--- config.mk ---
export PLATFORM = sky130hd
export DESIGN_NAME = image_pixel_proc
export DESIGN_NICKNAME = d
export VERILOG_FILES = /design/src/rtl/image_pixel_proc.sv
export SDC_FILE = /design/constraint.sdc
export NUM_CORES = 1
export LEC_CHECK = 0
export ABC_AREA = 1
export CAP_MARGIN = 30
export CORE_AREA = 2 2 130 132
export DETAILED_ROUTE_END_ITERATION = 16
export DIE_AREA = 0 0 132 134
export PLACE_DENSITY = 0.63
export SLEW_MARGIN = 10
export SYNTH_ARGS = -nofsm -noshare
export SYNTH_HDL_FRONTEND = slang
export SYNTH_SLANG_ARGS = --single-unit
export TNS_END_PERCENT = 5
--- constraint.sdc ---
create_clock -name HCLK -period 7.85 [get_ports HCLK]
set_input_delay 1.57 -clock HCLK [delete_from_list [all_inputs] [get_ports HCLK]]
set_output_delay 1.57 -clock HCLK [all_outputs]
set_load 0.02 [all_outputs]
--- src/rtl/image_pixel_proc.sv ---
// image_pixel_proc: three-stage, non-stalling pixel pipeline between image_read and image_write.
//
// Stage 1 registers the incoming pixel and its valid strobe, stage 2 does the arithmetic
// (brightness add/sub or the weighted grayscale sum), and stage 3 saturates/selects the result
// and drives the outputs. Output pixels appear exactly 3 HCLK cycles after their HSYNC_IN cycle.
// Every stage valid bit moves forward each cycle, so gaps in HSYNC_IN simply travel down the pipe.
//
// Parameters:
//   WIDTH     pixels per line
//   HEIGHT    lines per frame
//   MODE      0 brightness, 1 grayscale, 2 threshold, other values pass pixels through
//   VALUE     brightness offset (8-bit)
//   SIGN      brightness direction: 1 add, 0 subtract
//   THRESHOLD threshold-mode cut level (8-bit)
//
// Ports:
//   HCLK                              clock, all logic on the rising edge
//   HRESET                            synchronous active-high reset
//   HSYNC_IN                          input pixel valid
//   DATA_R_IN, DATA_G_IN, DATA_B_IN   input pixel
//   HSYNC_OUT                         output pixel valid
//   DATA_R_OUT, DATA_G_OUT, DATA_B_OUT processed pixel, held while HSYNC_OUT is low
//   LINE_END                          high with the last valid pixel of each line
//   FRAME_DONE                        one-cycle pulse in the cycle after the last pixel of a frame

module image_pixel_proc #(
    parameter int WIDTH     = 768,
    parameter int HEIGHT    = 512,
    parameter int MODE      = 1,
    parameter int VALUE     = 100,
    parameter int SIGN      = 1,
    parameter int THRESHOLD = 90
) (
    input  logic       HCLK,
    input  logic       HRESET,
    input  logic       HSYNC_IN,
    input  logic [7:0] DATA_R_IN,
    input  logic [7:0] DATA_G_IN,
    input  logic [7:0] DATA_B_IN,
    output logic       HSYNC_OUT,
    output logic [7:0] DATA_R_OUT,
    output logic [7:0] DATA_G_OUT,
    output logic [7:0] DATA_B_OUT,
    output logic       LINE_END,
    output logic       FRAME_DONE
);

    localparam logic [7:0] Val8 = 8'(VALUE);
    localparam logic [7:0] Thr8 = 8'(THRESHOLD);
    localparam int ColW = (WIDTH > 1) ? $clog2(WIDTH) : 1;
    localparam int RowW = (HEIGHT > 1) ? $clog2(HEIGHT) : 1;
    localparam logic [ColW-1:0] ColLast = ColW'(WIDTH - 1);
    localparam logic [RowW-1:0] RowLast = RowW'(HEIGHT - 1);

    // ---------------- Stage 1: input register ----------------
    logic       s1_valid_q;
    logic [7:0] s1_r_q, s1_g_q, s1_b_q;

    always_ff @(posedge HCLK) begin
        if (HRESET) begin
            s1_valid_q <= 1'b0;
            s1_r_q     <= 8'd0;
            s1_g_q     <= 8'd0;
            s1_b_q     <= 8'd0;
        end else begin
            s1_valid_q <= HSYNC_IN;
            if (HSYNC_IN) begin
                s1_r_q <= DATA_R_IN;
                s1_g_q <= DATA_G_IN;
                s1_b_q <= DATA_B_IN;
            end
        end
    end

    // ---------------- Stage 2: arithmetic ----------------
    // Channel results are kept 9 bits wide: bit 8 is the carry (add) or borrow (subtract)
    // that stage 3 uses to saturate. Outside brightness mode they carry the raw pixel.
    logic       s2_valid_q;
    logic [8:0] s2_r_q, s2_g_q, s2_b_q;
    logic [8:0] s2_r_d, s2_g_d, s2_b_d;
    logic [7:0] s2_gray_q, s2_gray_d;
    logic [15:0] gray_sum;

    function automatic logic [8:0] bright_arith(input logic [7:0] x);
        if (SIGN != 0) begin
            return {1'b0, x} + {1'b0, Val8};
        end else begin
            return {1'b0, x} - {1'b0, Val8};
        end
    endfunction

    always_comb begin
        // Weights sum to 256, so the maximum is 255 * 256 = 65280 and 16 bits never overflow.
        gray_sum  = 16'd77 * {8'd0, s1_r_q} + 16'd150 * {8'd0, s1_g_q}
                  + 16'd29 * {8'd0, s1_b_q};
        s2_gray_d = 8'(gray_sum >> 8);
        if (MODE == 0) begin
            s2_r_d = bright_arith(s1_r_q);
            s2_g_d = bright_arith(s1_g_q);
            s2_b_d = bright_arith(s1_b_q);
        end else begin
            s2_r_d = {1'b0, s1_r_q};
            s2_g_d = {1'b0, s1_g_q};
            s2_b_d = {1'b0, s1_b_q};
        end
    end

    always_ff @(posedge HCLK) begin
        if (HRESET) begin
            s2_valid_q <= 1'b0;
            s2_r_q     <= 9'd0;
            s2_g_q     <= 9'd0;
            s2_b_q     <= 9'd0;
            s2_gray_q  <= 8'd0;
        end else begin
            s2_valid_q <= s1_valid_q;
            if (s1_valid_q) begin
                s2_r_q    <= s2_r_d;
                s2_g_q    <= s2_g_d;
                s2_b_q    <= s2_b_d;
                s2_gray_q <= s2_gray_d;
            end
        end
    end

    // ---------------- Stage 3: saturate / select ----------------
    logic [7:0] out_r_d, out_g_d, out_b_d;

    function automatic logic [7:0] bright_sat(input logic [8:0] v);
        if (SIGN != 0) begin
            return v[8] ? 8'hFF : v[7:0];
        end else begin
            return v[8] ? 8'h00 : v[7:0];
        end
    endfunction

    always_comb begin
        case (MODE)
            0: begin
                out_r_d = bright_sat(s2_r_q);
                out_g_d = bright_sat(s2_g_q);
                out_b_d = bright_sat(s2_b_q);
            end
            1: begin
                out_r_d = s2_gray_q;
                out_g_d = s2_gray_q;
                out_b_d = s2_gray_q;
            end
            2: begin
                // Equal to the cut level maps to black.
                out_r_d = (s2_gray_q > Thr8) ? 8'hFF : 8'h00;
                out_g_d = out_r_d;
                out_b_d = out_r_d;
            end
            default: begin
                out_r_d = s2_r_q[7:0];
                out_g_d = s2_g_q[7:0];
                out_b_d = s2_b_q[7:0];
            end
        endcase
    end

    logic       hsync_q;
    logic [7:0] out_r_q, out_g_q, out_b_q;

    always_ff @(posedge HCLK) begin
        if (HRESET) begin
            hsync_q <= 1'b0;
            out_r_q <= 8'd0;
            out_g_q <= 8'd0;
            out_b_q <= 8'd0;
        end else begin
            hsync_q <= s2_valid_q;
            if (s2_valid_q) begin
                out_r_q <= out_r_d;
                out_g_q <= out_g_d;
                out_b_q <= out_b_d;
            end
        end
    end

    // ---------------- Output position counters ----------------
    // col/row index the pixel currently on the outputs; they step only on output-valid cycles.
    logic [ColW-1:0] col_q, col_d;
    logic [RowW-1:0] row_q, row_d;
    logic            frame_done_q, frame_done_d;
    logic            at_col_last, at_row_last;

    always_comb begin
        at_col_last  = (col_q == ColLast);
        at_row_last  = (row_q == RowLast);
        col_d        = col_q;
        row_d        = row_q;
        frame_done_d = 1'b0;
        if (hsync_q) begin
            if (at_col_last) begin
                col_d = '0;
                if (at_row_last) begin
                    row_d        = '0;
                    frame_done_d = 1'b1;
                end else begin
                    row_d = row_q + 1'b1;
                end
            end else begin
                col_d = col_q + 1'b1;
            end
        end
    end

    always_ff @(posedge HCLK) begin
        if (HRESET) begin
            col_q        <= '0;
            row_q        <= '0;
            frame_done_q <= 1'b0;
        end else begin
            col_q        <= col_d;
            row_q        <= row_d;
            frame_done_q <= frame_done_d;
        end
    end

    assign HSYNC_OUT  = hsync_q;
    assign DATA_R_OUT = out_r_q;
    assign DATA_G_OUT = out_g_q;
    assign DATA_B_OUT = out_b_q;
    assign LINE_END   = hsync_q & at_col_last;
    assign FRAME_DONE = frame_done_q;

endmodule

# == Word-level counts from Yosys, hierarchy flattened ==
# Cells that the tools add are included.
# word_totals
regBits,63
input_bits,27
out_inout_bits,27
word_cells,28
# op_classes
n_addsub,4
n_mul,3
n_eq_ne,2
n_mux,3
bitwise_logic,3
reduce_logical,2
# ops
cell,n
$mul A7 B8 Y15 const A,2
$add A15 B16 Y16,1
$add A16 B13 Y16,1
$mul A5 B8 Y13 const A,1
$add A10 B1 Y10 const B,1
$eq A10 B10 Y1 const B,1
$mux W10,1
$add A9 B1 Y9 const B,1
$eq A9 B9 Y1 const B,1
$mux W9,1
$reduce_or A3 Y1,1
$not A1 Y1,2
$reduce_and A2 Y1,1
$and A1 B1 Y1,1
$mux W1,1

# == Depth between registers and ports, before layout ==
# Gate-level depths: netlist of run 1.
# logic_depth
word_depth,3
ltp_mapped,29
mapped_depth_nobuf,29

# == Least setup slack after synthesis of run 1 ==
# No wires, ideal clock.
# synth_path
kind,reg2reg
start,reg s1_g_q[4]
end,reg s2_gray_q[6] (netlist: out_b_d[6])
setup_time_ns,0.109
arrival_time_ns,5.571
required_time_ns,7.741
slack_ns,2.170
path_stages_with_launch,27
path_buffers,0
period_less_slack_ns,5.680
path_cell_list,dfxtp_1 -> ha_1 -> ha_1 -> inv_1 -> fa_1 -> fa_1 -> inv_1 -> ha_1 -> nand2_1 -> nand2_1 -> a31oi_1 -> xnor2_1 -> ha_1 -> fa_1 -> inv_1 -> fa_1 -> fa_1 -> inv_1 -> ha_1 -> a21oi_1 -> o21ai_0 -> a21oi_1 -> nand2_1 -> nand2_1 -> nand3_1 -> nand2_1 -> inv_1
# synth_via
elab_chain_len,3
# synth_rtl
element,line,source
"start, declared",57,"logic [7:0] s1_r_q, s1_g_q, s1_b_q;"
"start signal, assigned",63,s1_g_q <= 8'd0;
"start signal, assigned",69,s1_g_q <= DATA_G_IN;
$mul A7 B8 Y15,94,"gray_sum = 16'd77 * {8'd0, s1_r_q} + 16'd150 * {8'd0, s1_g_q}"
$add A15 B16 Y16,94,
$add A16 B13 Y16,95,"+ 16'd29 * {8'd0, s1_b_q};"
"end signal, assigned",121,s2_gray_q <= s2_gray_d;
"end, declared",81,"logic [7:0] s2_gray_q, s2_gray_d;"
# No other way between the ends.
# A chain may end at the register's enable or synchronous reset.

# == Worst setup path after layout of run 1 ==
# layout_path
start,reg s1_g_q[5]
end,reg s2_gray_q[5] (netlist: out_b_d[5])
# The elaborated chain is that of the path after synthesis.

==> results.md, run 1 <==
* Status: completed
* Final worst-path setup slack at 1.90 ns
* Net count, final at 925
* Setup WS pre-CTS at 1.91 ns
* All-Layer GR Usage at 0.145
* Maximum vdd ir drop at 0.261 mV
* Highest routed layer: met4
* Sinks on Clock Net at 63
* EDFF count, synth at 0
* Post-route DRC violation count at 0
* Vias in the first global route at 4711
* PortBufs at 53
* Top-level port count at 54
* Worst EP required at 8.08 ns
* Met1 WL at 5210 um
* R2R Path End: out_b_d[5]
* Number of distinct library cells after synthesis at 37
* Slew Limit Headroom at 0.615
* Reg2reg start: s1_g_q[5]
* Layout cells sized above 1 at 0.0343
* Worst Skew at 0.00602 ns
* Cell area after synthesis at 5800 um^2
* WP data arrival at 6.18 ns
* Max Clk Rate at 0.168 GHz
* Post-CTS Setup Repair Bufs at 0
* Chip width at 132 um
* Pre-Repair DR Iteration Count at 4
* Worst Max-Slew Pin Slew at 0.575 ns
* Setup tns final at 0 ns
* Detail-routed via count per cell at 4.54
* Cell Pwr Density at 321 nW/um^2
* Crit-path max FO at 6
* Flop2flop setup slack at 1.90 ns
* Total power at 2150 uW
* Critical path type: reg2reg
* Hold Crit Class: reg2reg
* Chip height at 134 um
* Yosys warns at 0
* Grt ovf at 0
* Syn Inst Count at 718
* Hold Path Depth at 2
* CP max stage delay at 0.54 ns
* DR iter-0 viols at 153
* Max Slew Vio Count at 0
* Final Core Density at 0.412
* Static leakage at 0.00337 uW
* Clk slew on worst S/H paths at 0.05 ns
* Core ar. at 16300 um^2
* CTS tree: yes
* Asr flop ratio synth at 0
* Period utilization at 0.758
* Worst reg2reg path depth at 24
* Largest net degree at the start of global routing at 42
* Avg WL per Cell at 11.7 um
* Final min period at 5.95 ns
* Die area at 17700 um^2
* Hold Path Sink: row_q[6]
* Cts repair resizes at 0
* Site row count at 47
* Post-DRT Antenna Nets at 0
* Mean Syn Cell Area at 8.08 um^2
* Startpoint types: flop
* CTS HTree Levels at 3
* Commonest cells in the netlist: 131 x inv_1, 100 x nor2_1, 89 x nand2_1
* Area contributors post-synth: dfxtp_1 22%, fa_1 19%, ha_1 19%
* Met2 wirelength from detailed routing at 5870 um
* Inserted Clock Buffers at 9
* Fin. Hold Viols at 0
* Antenna Cells at 0
* CTS max path bufs at 2
* Clk root buf: clkbuf_16
* Initial antenna violation count at 0
* Syn Nets at 887
* Buf/Inv on CP at 5
* GPL Wtd Cong at 0.796
* CP endpoint kind: flop
* Finish-stage setup viols at 0
* First-pass GRT wire length at 21100 um
* Sequential area share after synthesis at 0.217
* Yosys top cell by area: dfxtp_1
* Final wirelength at 11400 um
* Synth top area share at 0.217
* RSZ-0062 raised after global routing: no
* Crit-path slowest cell: fa_1
* Met3 WL at 171 um
* Yosys reg bits at 63
* Initial Util at 0.356
* Worst skew pair latency at 0.33 ns
* Crit-path leading delay family: adder cells
* Post-DP HPWL at 9310 um
* Hold path start: row_q[6]
* Area grow syn2layout at 15.8%
* CTS Hold Bufs at 0
* # Max-Cap Violations at 0
* Synth Flop Type: dfxtp_1
* Most numerous cell in the Yosys netlist: inv_1
* Vias at 4441
* Worst path cell trace: ha_1, ha_1, ha_1, inv_1, fa_1, inv_1, ha_1, a21oi_1, xnor2_1, fa_1, fa_1, inv_1, fa_1, fa_1, inv_1, ha_1, nand2_1, nor2_1, o21ai_0, nand3_1, nand2_1, nand3_1, nand2_1, inv_1
## cells in the final DEF (no fill, tap or decap), drive strengths merged, types with 26 or more instances in the layout
master	n
clkdlybuf4s50	53
nand3	26
ha	87
o21ai	52
dfxtp	63
a21oi	37
nor2	100
nand2	91
inv	132
fa	55
## final cells by class
class	count	area, um^2
clock buffer	11	243
sequential	63	1260
multi-input combinational	494	3870
fill	1655	9570
tap	220	275
inverter	133	504
timing repair buffer	55	546
clock inverter	3	21.3
## routing by layer
layer | vias to the layer above | GRT usage
met1 | 2072 | 0.174
met2 | 31 | 0.268
li1 | 2330 | -
met5 | - | 0
met4 | 0 | 0.0459
met3 | 8 | 0.0197
## kinds of logic after synthesis
| logic type | count (synthesis) | synth area share |
|---|---|---|
| AOI/OAI and AO/OA | 98 | 0.0891 |
| xor gates and xnor gates | 15 | 0.0226 |
| adders and majority gates | 142 | 0.377 |
| DFF | 63 | 0.217 |
| buffers and inverters | 161 | 0.116 |
| and+or+nand+nor | 239 | 0.177 |
## flip-flops by register name, summed over array words and instances, names as in the netlist
| register | count |
|---|---|
| DATA_B_OUT | 8 |
| FRAME_DONE | 1 |
| HSYNC_OUT | 1 |
| col_q | 10 |
| out_b_d | 8 |
| row_q | 9 |
| s1_b_q | 8 |
| s1_g_q | 8 |
| s1_r_q | 8 |
| s1_valid_q | 1 |
| s2_valid_q | 1 |
## per-stage QoR
stage	instances	hold WS, ns	area, um^2
floorplan	718	0.450	5800
global route	979	0.516	6720
finish	979	0.483	6720
global placement	965	0.466	6450
detailed placement	965	0.475	6450
CTS	979	0.489	6720
## worst max-delay path by stage
stage | start | to | slack, ns | cells after the start
floorplan | s1_g_q[4] | out_b_d[6] | 2.17 | 26
global placement | s1_g_q[4] | out_b_d[6] | 1.97 | 26
detailed placement | s1_g_q[4] | out_b_d[6] | 1.91 | 26
CTS | s1_g_q[4] | out_b_d[6] | 1.87 | 26
global route | s1_g_q[5] | out_b_d[5] | 1.42 | 24
finish | s1_g_q[5] | out_b_d[5] | 1.90 | 24
## worst min-delay path: stages (launching register included)
cell,delay [ns]
dfxtp_1,0.32
a21oi_1,0.04
nor2_1,0.08
## report_power, final
group          leakage, uW  switching, uW  internal, uW
Sequential        0.000517           27.4           345
Clock             0.000127            142           219
Combinational      0.00273            880           542
Power figures use the tool's default switching activity.
==> run 2: changes to the inputs <==
PLACE_DENSITY = 0.65   (was 0.63)
clock period = 5.13 ns   (was 7.85 ns; I/O delays follow)
==> run 2 against run 1 <==
  * Largest cell class unchanged
  * The flow now finishes with violations (setup timing)
  * Fmax up 9.4%
  * Flip-flop and latch count unchanged
  * Largest power group unchanged
  * First-iteration DRC count up 3.3%
  * Cell count up 3.7%
  * Sequential share of layout area down 1.2 points
  * Hold slack better by 0.00063 ns
  * Sequential power up 52%
  * Clock-buffer cell count up 1
  * Global-route usage up 0.075 points
  * Die area unchanged
  * Via count up 4.2%
==> results.md, run 2 (same netlist as run 1, synthesis figures left out) <==
* Status: complete, but fails checks (was completed)
* Failing checks: setup timing
* First-pass GRT wire length at 21000 um (was 21100 um)
* Total power at 4070 uW (was 2150 uW)
* CTS HTree Levels at 3 (unchanged)
* Hold Crit Class: reg2reg (unchanged)
* Detail-routed via count per cell at 4.56 (was 4.54)
* Chip width at 132 um (unchanged)
* Post-DP HPWL at 9530 um (was 9310 um)
* # Max-Cap Violations at 0 (unchanged)
* PortBufs at 53 (unchanged)
* Most frequent CP cell: fa_1
* Register share of total power at 0.139 (was 0.173)
* R2R Path End: out_b_d[7] (was out_b_d[5])
* Most common cell after layout, fill and taps aside: inv_1 (unchanged)
* Core ar. at 16300 um^2 (unchanged)
* Post-CTS Setup Repair Bufs at 0 (unchanged)
* Regs by FF count: col_q (10), row_q (9) (unchanged)
* CTS tree: yes (unchanged)
* Number of flip-flops in the largest register at 10 (unchanged)
* Hold Path Depth at 2 (unchanged)
* Area grow syn2layout at 24.3% (was 15.8%)
* Layout cells sized above 1 at 0.118 (was 0.0343)
* Inserted Clock Buffers at 9 (unchanged)
* Initial Util at 0.356 (unchanged)
* Clk root buf: clkbuf_16 (unchanged)
* GPL Wtd Cong at 0.818 (was 0.796)
* Critical path type: reg2reg (unchanged)
* Static leakage at 0.00358 uW (was 0.00337 uW)
* Biggest register: col_q (unchanged)
* DR iter-0 viols at 158 (was 153)
* Clock power frac at 0.148 (was 0.167)
* Hold_ws at 0.483 ns (about the same)
* Hold Path Sink: DATA_B_OUT[3] (was row_q[6])
* Vias at 4626 (was 4441)
* RSZ-0062 raised after global routing: yes (was no)
* Period utilization at 1.06 (was 0.758)
* Fin. Hold Viols at 0 (unchanged)
* All-Layer GR Usage at 0.146 (was 0.145)
* Commonest non-fill, non-tap cells in the layout: 129 x inv_1, 98 x nor2_1, 82 x nand2_1 (was 131 x inv_1, 100 x nor2_1, 89 x nand2_1)
* CP endpoint kind: flop (unchanged)
* Slew Limit Headroom at 0.573 (was 0.615)
* Vias in the first global route at 4710 (was 4711)
* Reg2reg start: s1_g_q[4] (was s1_g_q[5])
* Final worst-path setup slack at -0.313 ns (was 1.90 ns)
* Switching Power at 1840 uW (was 1050 uW)
* CTS Hold Bufs at 0 (unchanged)
* Maximum vdd ir drop at 0.442 mV (was 0.261 mV)
* Finish-stage setup viols at 8 (was 0)
* Initial antenna violation count at 0 (unchanged)
* Crit-path slowest cell: fa_1 (unchanged)
* Worst skew pair latency at 0.34 ns (was 0.33 ns)
* Cell Pwr Density at 565 nW/um^2 (was 321 nW/um^2)
* Site row count at 47 (unchanged)
* Worst Skew at 0.00608 ns (was 0.00602 ns)
* Sinks on Clock Net at 63 (unchanged)
* Hold path start: out_b_d[3] (was row_q[6])
* Final Core Density at 0.443 (was 0.412)
* CTS max path bufs at 2 (unchanged)
* Max Clk Rate at 0.184 GHz (was 0.168 GHz)
* Gate power share at 0.713 (was 0.660)
* Antenna Cells at 0 (unchanged)
* Final wirelength at 11700 um (was 11400 um)
* Max Slew Vio Count at 0 (unchanged)
* Die area at 17700 um^2 (unchanged)
* Startpoint types: flop (unchanged)
* Clk slew on worst S/H paths at 0.06 ns (was 0.05 ns)
* CP max stage delay at 0.51 ns (was 0.54 ns)
* Fillers at 1593 (was 1655)
* Top-level port count at 54 (unchanged)
* Worst reg2reg path depth at 28 (was 24)
* Worst Max-Slew Pin Slew at 0.639 ns (was 0.575 ns)
* Grt ovf at 0 (unchanged)
* Crit-path max FO at 5 (was 6)
* WP data arrival at 5.68 ns (was 6.18 ns)
* Post-route DRC violation count at 0 (unchanged)
* Pre-Repair DR Iteration Count at 4 (unchanged)
* Flop2flop setup slack at -0.31 ns (was 1.90 ns)
* Largest net degree at the start of global routing at 32 (was 42)
* Worst EP required at 5.37 ns (was 8.08 ns)
* Net count, final at 959 (was 925)
* Post-DRT Antenna Nets at 0 (unchanged)
* Net Sw Frac at 0.451 (was 0.487)
* Avg WL per Cell at 11.5 um (was 11.7 um)
* Final min period at 5.44 ns (was 5.95 ns)
* Chip height at 134 um (unchanged)
* Int Pwr at 2230 uW (was 1110 uW)
[run 2: final cells by class]
type                       count  area, um^2  area share
tap                          220         275      0.0382
inverter                     133         504      0.0700
sequential                    63        1270       0.176
multi-input combinational    494        4040       0.560
timing repair buffer          89         828       0.115
clock inverter                 4        26.3     0.00365
clock buffer                  12         268      0.0371
[run 2: worst max-delay path by stage]
stage / start / endpoint / slack (ns) / depth (start not counted)
final: s1_g_q[4] / out_b_d[7] / -0.31 / 28
after global routing: s1_g_q[4] / out_b_d[7] / -0.64 / 28
after CTS: s1_g_q[4] / out_b_d[7] / -0.31 / 28
after detailed placement: s1_g_q[4] / out_b_d[7] / -0.34 / 28
after global placement: s1_g_q[3] / out_b_d[7] / -0.27 / 28
after floorplan: s1_g_q[6] / out_b_d[6] / -0.12 / 25
[run 2: routing by layer]
metal  vias to the layer above  routed length (um)  GRT usage
met2                        39                5860      0.265
met5                         -                   0          0
li1                       2401                   -          -
met3                        17                 193     0.0189
met4                         0                 263     0.0610
met1                      2169                5350      0.173
[run 2: worst max-delay path: cells and delay by family (launching register included)]
family | cells | cell delay [ns]
AO/OA/AOI/OAI | 1 | 0.15
XOR/XNOR | 1 | 0.14
adder cells (fa/ha/maj) | 10 | 3.67
buffers and inverters | 6 | 0.25
flip-flops | 1 | 0.36
AND/OR/NAND/NOR | 10 | 0.77
[run 2: power groups by stage]
stage,registers [uW],logic [uW],clock network [uW]
global route,572,3360,634
CTS,567,2900,617
detailed placement,577,2800,0
floorplan,571,1970,0
finish,566,2900,602
global placement,577,2760,0
[run 2: timing repair]
item | CTS | global route
pin swaps | 2 | 6
endpoints found under the setup margin | 8 | 8
gates resized for setup | 8 | 10
[run 2: per-stage QoR]
stage	setup slack [ns]	setup TNS [ns]	area [um^2]	instances
2_1_floorplan	-0.119	-0.365	5920	718
3_3_place_gp	-0.266	-1.67	6820	997
3_5_place_dp	-0.336	-2.27	6820	997
4_1_cts	-0.309	-1.99	7140	1013
5_1_grt	-0.642	-4.19	7210	1015
6_report	-0.313	-1.80	7210	1015
